<file path="config.mk">
export PLATFORM = sky130hd
export DESIGN_NAME = lsu_bus_unit_flat
export DESIGN_NICKNAME = d
export VERILOG_FILES = /design/src/rtl/lsu_bus_unit_if.sv /design/src/rtl/lsu_bus_unit.sv /design/src/flat_wrapper.sv
export SDC_FILE = /design/constraint.sdc
export NUM_CORES = 1
export LEC_CHECK = 0
export CAP_MARGIN = 25
export CORE_MARGIN = 4
export CORE_UTILIZATION = 40
export CTS_CLUSTER_DIAMETER = 60
export CTS_CLUSTER_SIZE = 8
export DETAILED_ROUTE_END_ITERATION = 8
export PLACE_DENSITY = 0.71
export SLEW_MARGIN = 20
export SYNTH_ARGS = -nofsm -noshare
export SYNTH_HDL_FRONTEND = slang
export SYNTH_SLANG_ARGS = --single-unit
</file>
<file path="constraint.sdc">
create_clock -name clk -period 4.11 [get_ports clk]
set_input_delay 0.411 -clock clk [delete_from_list [all_inputs] [get_ports clk]]
set_output_delay 0.411 -clock clk [all_outputs]
set_load 0.02 [all_outputs]
</file>
<file path="src/rtl/lsu_bus_unit_if.sv">
// Memory-side bus of the load/store unit: request handshake plus response channel.
// master = load/store unit, slave = memory or bus adapter.
interface lsu_bus_unit_if #(
    parameter int ADDR_W = 32
);
    logic              mem_req_valid;
    logic              mem_req_ready;
    logic [ADDR_W-1:0] mem_addr;
    logic              mem_we;
    logic [3:0]        mem_wstrb;
    logic [31:0]       mem_wdata;
    logic              mem_rsp_valid;
    logic [31:0]       mem_rdata;
    logic              mem_rsp_err;

    modport master (
        output mem_req_valid, mem_addr, mem_we, mem_wstrb, mem_wdata,
        input  mem_req_ready, mem_rsp_valid, mem_rdata, mem_rsp_err
    );

    modport slave (
        input  mem_req_valid, mem_addr, mem_we, mem_wstrb, mem_wdata,
        output mem_req_ready, mem_rsp_valid, mem_rdata, mem_rsp_err
    );
endinterface

</file>
<file path="src/rtl/lsu_bus_unit.sv">
// Multi-cycle RV32 load/store unit: width decode, lane steering, optional
// two-beat split of word-crossing accesses, per-state timeout.
module lsu_bus_unit #(
    parameter int ADDR_W           = 32,
    parameter bit SPLIT_MISALIGNED = 1'b1,
    parameter int TIMEOUT          = 16,
    parameter int TMO_W            = 8
) (
    input  logic              clk,
    input  logic              rst,
    input  logic              req_valid,
    output logic              req_ready,
    input  logic              req_we,
    input  logic [2:0]        req_funct3,
    input  logic [ADDR_W-1:0] req_addr,
    input  logic [31:0]       req_wdata,
    output logic              resp_valid,
    output logic [31:0]       resp_data,
    output logic [1:0]        resp_err,
    lsu_bus_unit_if.master    mem,
    output logic              busy
);

    typedef enum logic [2:0] {
        S_IDLE,
        S_ISSUE0,
        S_WAIT0,
        S_ISSUE1,
        S_WAIT1,
        S_RESP
    } state_t;

    localparam logic [1:0] ERR_OK    = 2'b00;
    localparam logic [1:0] ERR_MIS   = 2'b01;
    localparam logic [1:0] ERR_FAULT = 2'b10;
    localparam logic [1:0] ERR_ILL   = 2'b11;

    localparam logic [TMO_W-1:0] TMO_LAST = TMO_W'((TIMEOUT > 0) ? TIMEOUT - 1 : 0);

    function automatic logic [3:0] lane_mask(input logic [1:0] sz);
        case (sz)
            2'b00:   return 4'b0001;
            2'b01:   return 4'b0011;
            default: return 4'b1111;
        endcase
    endfunction

    function automatic logic f3_legal(input logic we, input logic [2:0] f3);
        if (we) return (f3 == 3'b000) || (f3 == 3'b001) || (f3 == 3'b010);
        return (f3 == 3'b000) || (f3 == 3'b001) || (f3 == 3'b010) ||
               (f3 == 3'b100) || (f3 == 3'b101);
    endfunction

    function automatic logic is_misaligned(input logic [1:0] sz, input logic [1:0] off);
        return ((sz == 2'b01) && off[0]) || ((sz == 2'b10) && (off != 2'b00));
    endfunction

    state_t            state_q, state_d;
    logic [TMO_W-1:0]  cnt_q;
    logic              we_q;
    logic [2:0]        f3_q;
    logic [ADDR_W-1:0] addr_q;
    logic [31:0]       wdata_q;
    logic [31:0]       beat0_q;

    logic              latch;
    logic              resp_load;
    logic [1:0]        resp_err_d;
    logic [31:0]       resp_data_d;
    logic              tmo_hit;

    logic [1:0]        off_q;
    logic [7:0]        mask8;
    logic [63:0]       image;
    logic              crossing;
    logic [ADDR_W-1:0] word0, word1;
    logic [31:0]       rd_lo, rd_hi, rd_v, load_val;

    assign off_q    = addr_q[1:0];
    // The strobe mask spilling into the upper nibble is exactly the word-crossing case.
    assign mask8    = {4'b0000, lane_mask(f3_q[1:0])} << off_q;
    assign crossing = |mask8[7:4];
    assign image    = {32'h0, wdata_q} << {off_q, 3'b000};
    assign word0    = {addr_q[ADDR_W-1:2], 2'b00};
    assign word1    = word0 + ADDR_W'(4);
    assign tmo_hit  = (TIMEOUT != 0) && (cnt_q == TMO_LAST);

    assign req_ready  = (state_q == S_IDLE);
    assign busy       = (state_q != S_IDLE);
    assign resp_valid = (state_q == S_RESP);

    always_comb begin
        mem.mem_req_valid = 1'b0;
        mem.mem_addr      = '0;
        mem.mem_we        = 1'b0;
        mem.mem_wstrb     = '0;
        mem.mem_wdata     = '0;
        case (state_q)
            S_ISSUE0: begin
                mem.mem_req_valid = 1'b1;
                mem.mem_addr      = word0;
                mem.mem_we        = we_q;
                if (we_q) begin
                    mem.mem_wstrb = mask8[3:0];
                    mem.mem_wdata = image[31:0];
                end
            end
            S_ISSUE1: begin
                mem.mem_req_valid = 1'b1;
                mem.mem_addr      = word1;
                mem.mem_we        = we_q;
                if (we_q) begin
                    mem.mem_wstrb = mask8[7:4];
                    mem.mem_wdata = image[63:32];
                end
            end
            default: ;
        endcase
    end

    // The final beat's data is taken straight off the bus so the result lands in RESP.
    always_comb begin
        rd_lo = (state_q == S_WAIT1) ? beat0_q : mem.mem_rdata;
        rd_hi = (state_q == S_WAIT1) ? mem.mem_rdata : '0;
        rd_v  = 32'({rd_hi, rd_lo} >> {off_q, 3'b000});
        case (f3_q)
            3'b000:  load_val = {{24{rd_v[7]}}, rd_v[7:0]};
            3'b001:  load_val = {{16{rd_v[15]}}, rd_v[15:0]};
            3'b010:  load_val = rd_v;
            3'b100:  load_val = {24'h0, rd_v[7:0]};
            3'b101:  load_val = {16'h0, rd_v[15:0]};
            default: load_val = '0;
        endcase
    end

    always_comb begin
        state_d     = state_q;
        latch       = 1'b0;
        resp_load   = 1'b0;
        resp_err_d  = ERR_OK;
        resp_data_d = '0;
        case (state_q)
            S_IDLE: begin
                if (req_valid) begin
                    latch = 1'b1;
                    if (!f3_legal(req_we, req_funct3)) begin
                        state_d    = S_RESP;
                        resp_load  = 1'b1;
                        resp_err_d = ERR_ILL;
                    end else if (!SPLIT_MISALIGNED &&
                                 is_misaligned(req_funct3[1:0], req_addr[1:0])) begin
                        state_d    = S_RESP;
                        resp_load  = 1'b1;
                        resp_err_d = ERR_MIS;
                    end else begin
                        state_d = S_ISSUE0;
                    end
                end
            end
            S_ISSUE0, S_ISSUE1: begin
                if (mem.mem_req_ready) begin
                    state_d = (state_q == S_ISSUE0) ? S_WAIT0 : S_WAIT1;
                end else if (tmo_hit) begin
                    state_d    = S_RESP;
                    resp_load  = 1'b1;
                    resp_err_d = ERR_FAULT;
                end
            end
            S_WAIT0, S_WAIT1: begin
                if (mem.mem_rsp_valid) begin
                    if (mem.mem_rsp_err) begin
                        state_d    = S_RESP;
                        resp_load  = 1'b1;
                        resp_err_d = ERR_FAULT;
                    end else if (crossing && (state_q == S_WAIT0)) begin
                        state_d = S_ISSUE1;
                    end else begin
                        state_d     = S_RESP;
                        resp_load   = 1'b1;
                        resp_data_d = we_q ? '0 : load_val;
                    end
                end else if (tmo_hit) begin
                    state_d    = S_RESP;
                    resp_load  = 1'b1;
                    resp_err_d = ERR_FAULT;
                end
            end
            S_RESP: state_d = S_IDLE;
            default: state_d = S_IDLE;
        endcase
    end

    always_ff @(posedge clk or posedge rst) begin
        if (rst) begin
            state_q   <= S_IDLE;
            cnt_q     <= '0;
            we_q      <= 1'b0;
            f3_q      <= '0;
            addr_q    <= '0;
            wdata_q   <= '0;
            beat0_q   <= '0;
            resp_data <= '0;
            resp_err  <= '0;
        end else begin
            state_q <= state_d;
            cnt_q   <= (state_d != state_q) ? '0 : cnt_q + TMO_W'(1);
            if (latch) begin
                we_q    <= req_we;
                f3_q    <= req_funct3;
                addr_q  <= req_addr;
                wdata_q <= req_wdata;
            end
            if ((state_q == S_WAIT0) && mem.mem_rsp_valid) begin
                beat0_q <= mem.mem_rdata;
            end
            if (resp_load) begin
                resp_data <= resp_data_d;
                resp_err  <= resp_err_d;
            end
        end
    end

endmodule

</file>
<file path="src/flat_wrapper.sv">
// flat-port wrapper written by rule: the top's interface ports become plain ports
module lsu_bus_unit_flat 
#(
    parameter int ADDR_W           = 32,
    parameter bit SPLIT_MISALIGNED = 1'b1,
    parameter int TIMEOUT          = 16,
    parameter int TMO_W            = 8
)
  (clk, rst, req_valid, req_ready, req_we, req_funct3, req_addr, req_wdata, resp_valid, resp_data, resp_err, busy, mem_mem_req_valid, mem_mem_addr, mem_mem_we, mem_mem_wstrb, mem_mem_wdata, mem_mem_req_ready, mem_mem_rsp_valid, mem_mem_rdata, mem_mem_rsp_err);
  lsu_bus_unit_if #(.ADDR_W(ADDR_W)) mem_i ();
  input  logic clk;
  input  logic rst;
  input  logic req_valid;
  output logic req_ready;
  input  logic req_we;
  input  logic [2:0] req_funct3;
  input  logic [ADDR_W-1:0] req_addr;
  input  logic [31:0] req_wdata;
  output logic resp_valid;
  output logic [31:0] resp_data;
  output logic [1:0] resp_err;
  output logic busy;
  output wire logic [$bits(mem_i.mem_req_valid)-1:0] mem_mem_req_valid;
  output wire logic [$bits(mem_i.mem_addr)-1:0] mem_mem_addr;
  output wire logic [$bits(mem_i.mem_we)-1:0] mem_mem_we;
  output wire logic [$bits(mem_i.mem_wstrb)-1:0] mem_mem_wstrb;
  output wire logic [$bits(mem_i.mem_wdata)-1:0] mem_mem_wdata;
  input wire logic [$bits(mem_i.mem_req_ready)-1:0] mem_mem_req_ready;
  input wire logic [$bits(mem_i.mem_rsp_valid)-1:0] mem_mem_rsp_valid;
  input wire logic [$bits(mem_i.mem_rdata)-1:0] mem_mem_rdata;
  input wire logic [$bits(mem_i.mem_rsp_err)-1:0] mem_mem_rsp_err;
  assign mem_mem_req_valid = mem_i.mem_req_valid;
  assign mem_mem_addr = mem_i.mem_addr;
  assign mem_mem_we = mem_i.mem_we;
  assign mem_mem_wstrb = mem_i.mem_wstrb;
  assign mem_mem_wdata = mem_i.mem_wdata;
  assign mem_i.mem_req_ready = mem_mem_req_ready;
  assign mem_i.mem_rsp_valid = mem_mem_rsp_valid;
  assign mem_i.mem_rdata = mem_mem_rdata;
  assign mem_i.mem_rsp_err = mem_mem_rsp_err;
  lsu_bus_unit #(.ADDR_W(ADDR_W), .SPLIT_MISALIGNED(SPLIT_MISALIGNED), .TIMEOUT(TIMEOUT), .TMO_W(TMO_W)) u_core (.clk(clk), .rst(rst), .req_valid(req_valid), .req_ready(req_ready), .req_we(req_we), .req_funct3(req_funct3), .req_addr(req_addr), .req_wdata(req_wdata), .resp_valid(resp_valid), .resp_data(resp_data), .resp_err(resp_err), .mem(mem_i), .busy(busy));
endmodule
</file>
After elaboration in Yosys (flattened, before gate mapping)
Cells that the tools add are included.
{"block": "word_totals", "elab_cells": 96, "input_bits": 106, "memories": 0, "ff_bits": 145, "latch_bits": 0, "rom_bits": 0, "ram_bits": 0, "out_inout_bits": 107}
{"block": "op_classes", "n_mux": 52, "n_reduce_logical": 14, "n_eq_ne": 16, "add_sub_neg": 2, "multipliers": 0, "bitwise_logic": 0, "shifts": 3, "n_lt_le_gt_ge": 0, "div_mod_pow": 0}
{"cell": "$mux W32", "n": 9}
{"cell": "$pmux W32 S5", "n": 1}
{"cell": "$pmux W32 S2", "n": 2}
{"cell": "$shl A32 B5 Y64", "n": 1}
{"cell": "$shr A64 B5 Y32", "n": 1}
{"cell": "$add A32 B3 Y32 const B", "n": 1}
{"cell": "$mux W3", "n": 8}
{"cell": "$eq A3 B3 Y1 const B", "n": 6}
{"cell": "$mux W1", "n": 18}
{"cell": "$pmux W4 S2", "n": 2}
{"cell": "$eq A3 B2 Y1 const B", "n": 4}
{"cell": "$mux W2", "n": 6}
{"cell": "$eq A3 B1 Y1 const B", "n": 3}
{"cell": "$logic_not A3 Y1", "n": 3}
{"cell": "$pmux W3 S3", "n": 1}
{"cell": "$add A8 B1 Y8 const B", "n": 1}
{"cell": "$eq A8 B4 Y1 const B", "n": 1}
{"cell": "$mux W4", "n": 2}
{"cell": "$mux W8", "n": 1}
{"cell": "$shl A4 B2 Y8", "n": 1}
{"cell": "$pmux W2 S3", "n": 1}
{"cell": "$logic_or A1 B1 Y1", "n": 4}
{"cell": "$reduce_or A2 Y1", "n": 2}
{"cell": "$reduce_or A4 Y1", "n": 1}
{"cell": "other kinds (6)", "n": 7}

Depth between registers and ports, before layout
{"block": "depth", "ltp_word": 13, "mapped_depth": 9, "ltp_nobuf": 7}

Worst setup path after synthesis
OpenSTA, ideal clock, no wires.
{"block": "synth_path", "path_kind": "reg-to-output", "startpoint": "register u_core.addr_q[1]", "endpoint": "output mem_mem_wdata[0]", "required_time_ps": 3699, "t_arrival_ps": 2160, "path_buffers": 4, "setup_slack_ps": 1539, "path_stages_with_launch": 8, "path_cell_list": "dfrtp_1 > buf_6 > clkbuf_1 > buf_2 > clkbuf_1 > nor3_1 > a22oi_1 > nor2_1"}
{"block": "synth_between", "elab_chain_len": 3, "elab_cells_between_ends": 4, "classes_between": "shift: 1; mux: 3"}
{"item": "start, declared", "line_no": "lsu_bus_unit.sv:62", "source": "logic [ADDR_W-1:0] addr_q;"}
{"item": "start signal, assigned", "line_no": "lsu_bus_unit.sv:210", "source": "addr_q <= req_addr;"}
{"item": "$shl A32 B5 Y64 (*)", "line_no": "lsu_bus_unit.sv:83", "source": "assign image = {32'h0, wdata_q} << {off_q, 3'b000};"}
{"item": "$mux W32, on equally long branches", "line_no": "lsu_bus_unit.sv:112, lsu_bus_unit.sv:103"}
{"item": "$pmux W32 S2 (*)", "line_no": "lsu_bus_unit.sv:98", "source": "case (state_q)"}
{"item": "end, declared", "line_no": "flat_wrapper.sv:27", "source": "output wire logic [$bits(mem_i.mem_wdata)-1:0] mem_mem_wdata;"}
Mark *: on every way between the ends. The rest lies on a longest branch, timed or not.

Worst setup path after layout
{"block": "layout_path", "startpoint": "register u_core.state_q[0]", "endpoint": "output mem_mem_wdata[28]"}
{"block": "layout_between", "elab_chain_len": 2, "elab_cells_between_ends": 3, "classes_between": "eq/ne: 2; mux: 1"}
{"item": "start, declared", "line_no": "lsu_bus_unit.sv:58", "source": "state_t state_q, state_d;"}
{"item": "start signal, assigned", "line_no": "lsu_bus_unit.sv:205", "source": "state_q <= state_d;"}
{"item": "$eq A3 B2 Y1 or $eq A3 B1 Y1 (tied branches)", "line_no": "lsu_bus_unit.sv:98"}
{"item": "$pmux W32 S2 (*)", "line_no": "lsu_bus_unit.sv:98"}
Marked as above.

==> metrics.yaml <==
setup_path:
  criticalPathCategory: "flop to output pin"
  rrSetupSlack_ns: 0.90
  cp_max_fo: 33
  arrival_ns: 3.22
  cp-start-kind: "flop"
  cp-end-kind: "output pin"
  timing.rr.start: "u_core.addr_q[1]"
  worstReg2RegEnd: "u_core.resp_data[29]"
  required_ns: 3.70
  reg2reg_depth: 6
synthesis:
  synth.avg_cell_area_sq_um: 10.09
  syn_inst: 905
  async_flop_share: 1.000
  synth-seq-cells: 145
  synth_simple_gate_area_frac: 0.1597
  mappedNetlistArea_sq_um: 9130
  synth_top_family_by_area: "multiplexers"
  synthAdderAreaFrac: 0.002741
  synth-compound-area-share: 0.1328
  yosys_warnings: 0
  synth_edf_count: 0
  synth_ff_type: "dfrtp_1"
  synth_mux_area_frac: 0.2324
  yosysUniqueCellTypes: 61
  synth-xor-area-share: 0.03262
  yosysSeqAreaShare: 0.3974
die:
  dieArea_sq_um: 25310
  ios: 213
  dieWidth_um: 159.1
  num_rows: 55
  initial_core_util: 0.4045
  coreArea_sq_um: 22570
  die_y_um: 159.1
clocking:
  cts_root_buf: "clkbuf_16"
  numCtsBuffers: 17
  cts_tree: "done"
  clock_sinks: 145
  insertion_delay_ns: 0.43
  htreeDepth: 4
  cts_max_path_buffers: 2
  cts_setup_buffers: 0
  cts_resized: 0
  hold_buffers: 0
  clkTransAtPathRegs_ns: 0.07
route:
  vias_per_cell: 5.743
  postRouteAntennaNets: 0
  wirelength_mm: 26.76
  wl_per_cell_um: 19.43
  vias: 7908
  initialDrtViolationCount: 577
  drc_errors: 0
  drt_first_pass_iters: 5
cells_and_area:
  final_common_cell: "clkdlybuf4s50_1"
  final_cell_mix: "210 x clkdlybuf4s50_1, 143 x dfrtp_1, 106 x mux2_2"
  nets: 1186
  area_growth_pct: 31.96
  drive_above_1_share: 0.1815
timing:
  fin_setup_tns_ns: 0
  clock_skew_ns: 0.01335
  fin_ws_ns: 0.4766
  min_period_ns: 3.633
  whs_ns: 0.4255
  rsz0062_at_grt: "no"
  post-route-period-util: 0.8840
  max_clock_freq_ghz: 0.2752
  final-setup-viol-count: 0
  slew_headroom: 0.4016
  worst_pin_slew_ns: 0.8977
  hold_violations: 0
  final_max_slew_viol_count: 0
grt:
  grt_pass1_wl_mm: 42.51
  overflow: 0
  grt_pass1_vias: 7889
  grt_max_degree: 75
  grt_antenna_before_repair: 1
  track_usage: 0.2056
run_status:
  status: "finished, final reports clean"
placed_design:
  post-dp-hpwl_mm: 18.25
  pre_cts_ws_ns: 0.9143
  portBuffers: 210
  routabilityCongestion: 0.8970
job:
  drv_cap: 0
power:
  powerDensity_nw_per_um2: 753.7
  ir_worst_vdd_uv: 319.9
  p_leak_nw: 4.897
hold_path:
  hold_path.class: "input pin to async pin"
metal layers:
| layer | vias to the layer above | track usage | wire length, um |
|---|---|---|---|
| li1 | 3668 | - | - |
| met1 | 3857 | 0.2709 | 11310 |
| met2 | 350 | 0.3333 | 12770 |
| met3 | 33 | 0.05721 | 2232 |
| met4 | 0 | 0.05957 | 446 |
| met5 | - | 0 | 0 |
where the power goes:
part	switching, mW	internal, mW
Clock	0.693	0.915
Combinational	2.38	2.28
Sequential	0.754	2.06
worst max-delay path by stage:
stage	from	slack (ns)	to	cells after the start
after floorplan	u_core.addr_q[1]	1.54	mem_mem_wdata[0]	7
after global placement	u_core.addr_q[1]	0.97	u_core.resp_data[24]	6
after detailed placement	u_core.addr_q[1]	0.91	u_core.resp_data[29]	6
after CTS	u_core.state_q[0]	0.45	mem_mem_wdata[28]	8
after global routing	u_core.state_q[0]	0.26	mem_mem_wdata[28]	8
final	u_core.state_q[0]	0.48	mem_mem_wdata[28]	8
final cells by class:
class / instances / area (sq um)
antenna: 1 / 2.502
clock buffer: 17 / 425.4
clock inverter: 15 / 171.4
fill: 2010 / 10520
inverter: 10 / 41.29
multi-input combinational: 675 / 5157
sequential: 145 / 3636
tap: 285 / 356.6
timing repair buffer: 229 / 2257
cell usage after synthesis, types with 4 or more instances:
library cell | count | area (sq um)
mux2i_1 | 59 | 590.6
xnor2_1 | 8 | 70.07
and3_1 | 10 | 62.56
buf_1 | 8 | 30.03
a22oi_1 | 17 | 127.6
o211a_1 | 7 | 70.07
nor2_1 | 99 | 371.6
o21a_1 | 7 | 52.55
a211oi_1 | 8 | 60.06
mux4_2 | 15 | 337.8
nand4_1 | 12 | 75.07
nand2_1 | 46 | 172.7
inv_1 | 10 | 37.54
xor2_1 | 26 | 227.7
and2_1 | 11 | 68.82
a221o_1 | 15 | 150.1
nand3_1 | 24 | 120.1
dfrtp_1 | 145 | 3628
mux2_2 | 106 | 1194
nand2b_1 | 4 | 25.02
nand3b_1 | 16 | 120.1
a221o_2 | 7 | 78.83
a211o_1 | 11 | 96.34
or3_1 | 5 | 31.28
nor3b_1 | 9 | 67.56
nor3_1 | 27 | 135.1
o21ai_0 | 44 | 220.2
buf_2 | 24 | 120.1
a21oi_1 | 24 | 120.1
clkbuf_1 | 39 | 146.4
a31oi_1 | 17 | 106.4
stage by stage:
step,cell area [sq um],cells,utilization,power [mW]
2_1_floorplan,9138,906,-,5.943
3_3_place_gp,11450,1344,0.5072,7.382
3_5_place_dp,11450,1344,0.5072,7.456
4_1_cts,12050,1376,0.5336,9.104
5_1_grt,12050,1377,0.5338,9.654
6_report,12050,1377,0.5338,9.080
flip-flops by register name, summed over array words and instances, names as in the netlist:
register / cells
u_core.addr_q: 32
u_core.beat0_q: 32
u_core.resp_data: 32
u_core.wdata_q: 32
u_core.cnt_q: 8
u_core.f3_q: 3
u_core.state_q: 3
u_core.resp_err: 2
u_core.we_q: 1
worst max-delay path, stage by stage (launching register included):
cell and delay, ns:
dfrtp_1 0.66, nand2_1 0.10, buf_4 0.26, inv_1 0.13, nand2_1 0.06, buf_4 0.23, or2_2 0.43, a211oi_1 0.26
clkdlybuf4s50_1 0.66
cells by family after synthesis:
logic type	Yosys count
DFF	145
other	1
AOI/OAI and AO/OA	171
muxes	180
and+or+nand+nor	286
buffers and inverters	86
adders and majority gates	2
xor gates and xnor gates	34
Note: power is estimated with default switching activity, not from simulation.
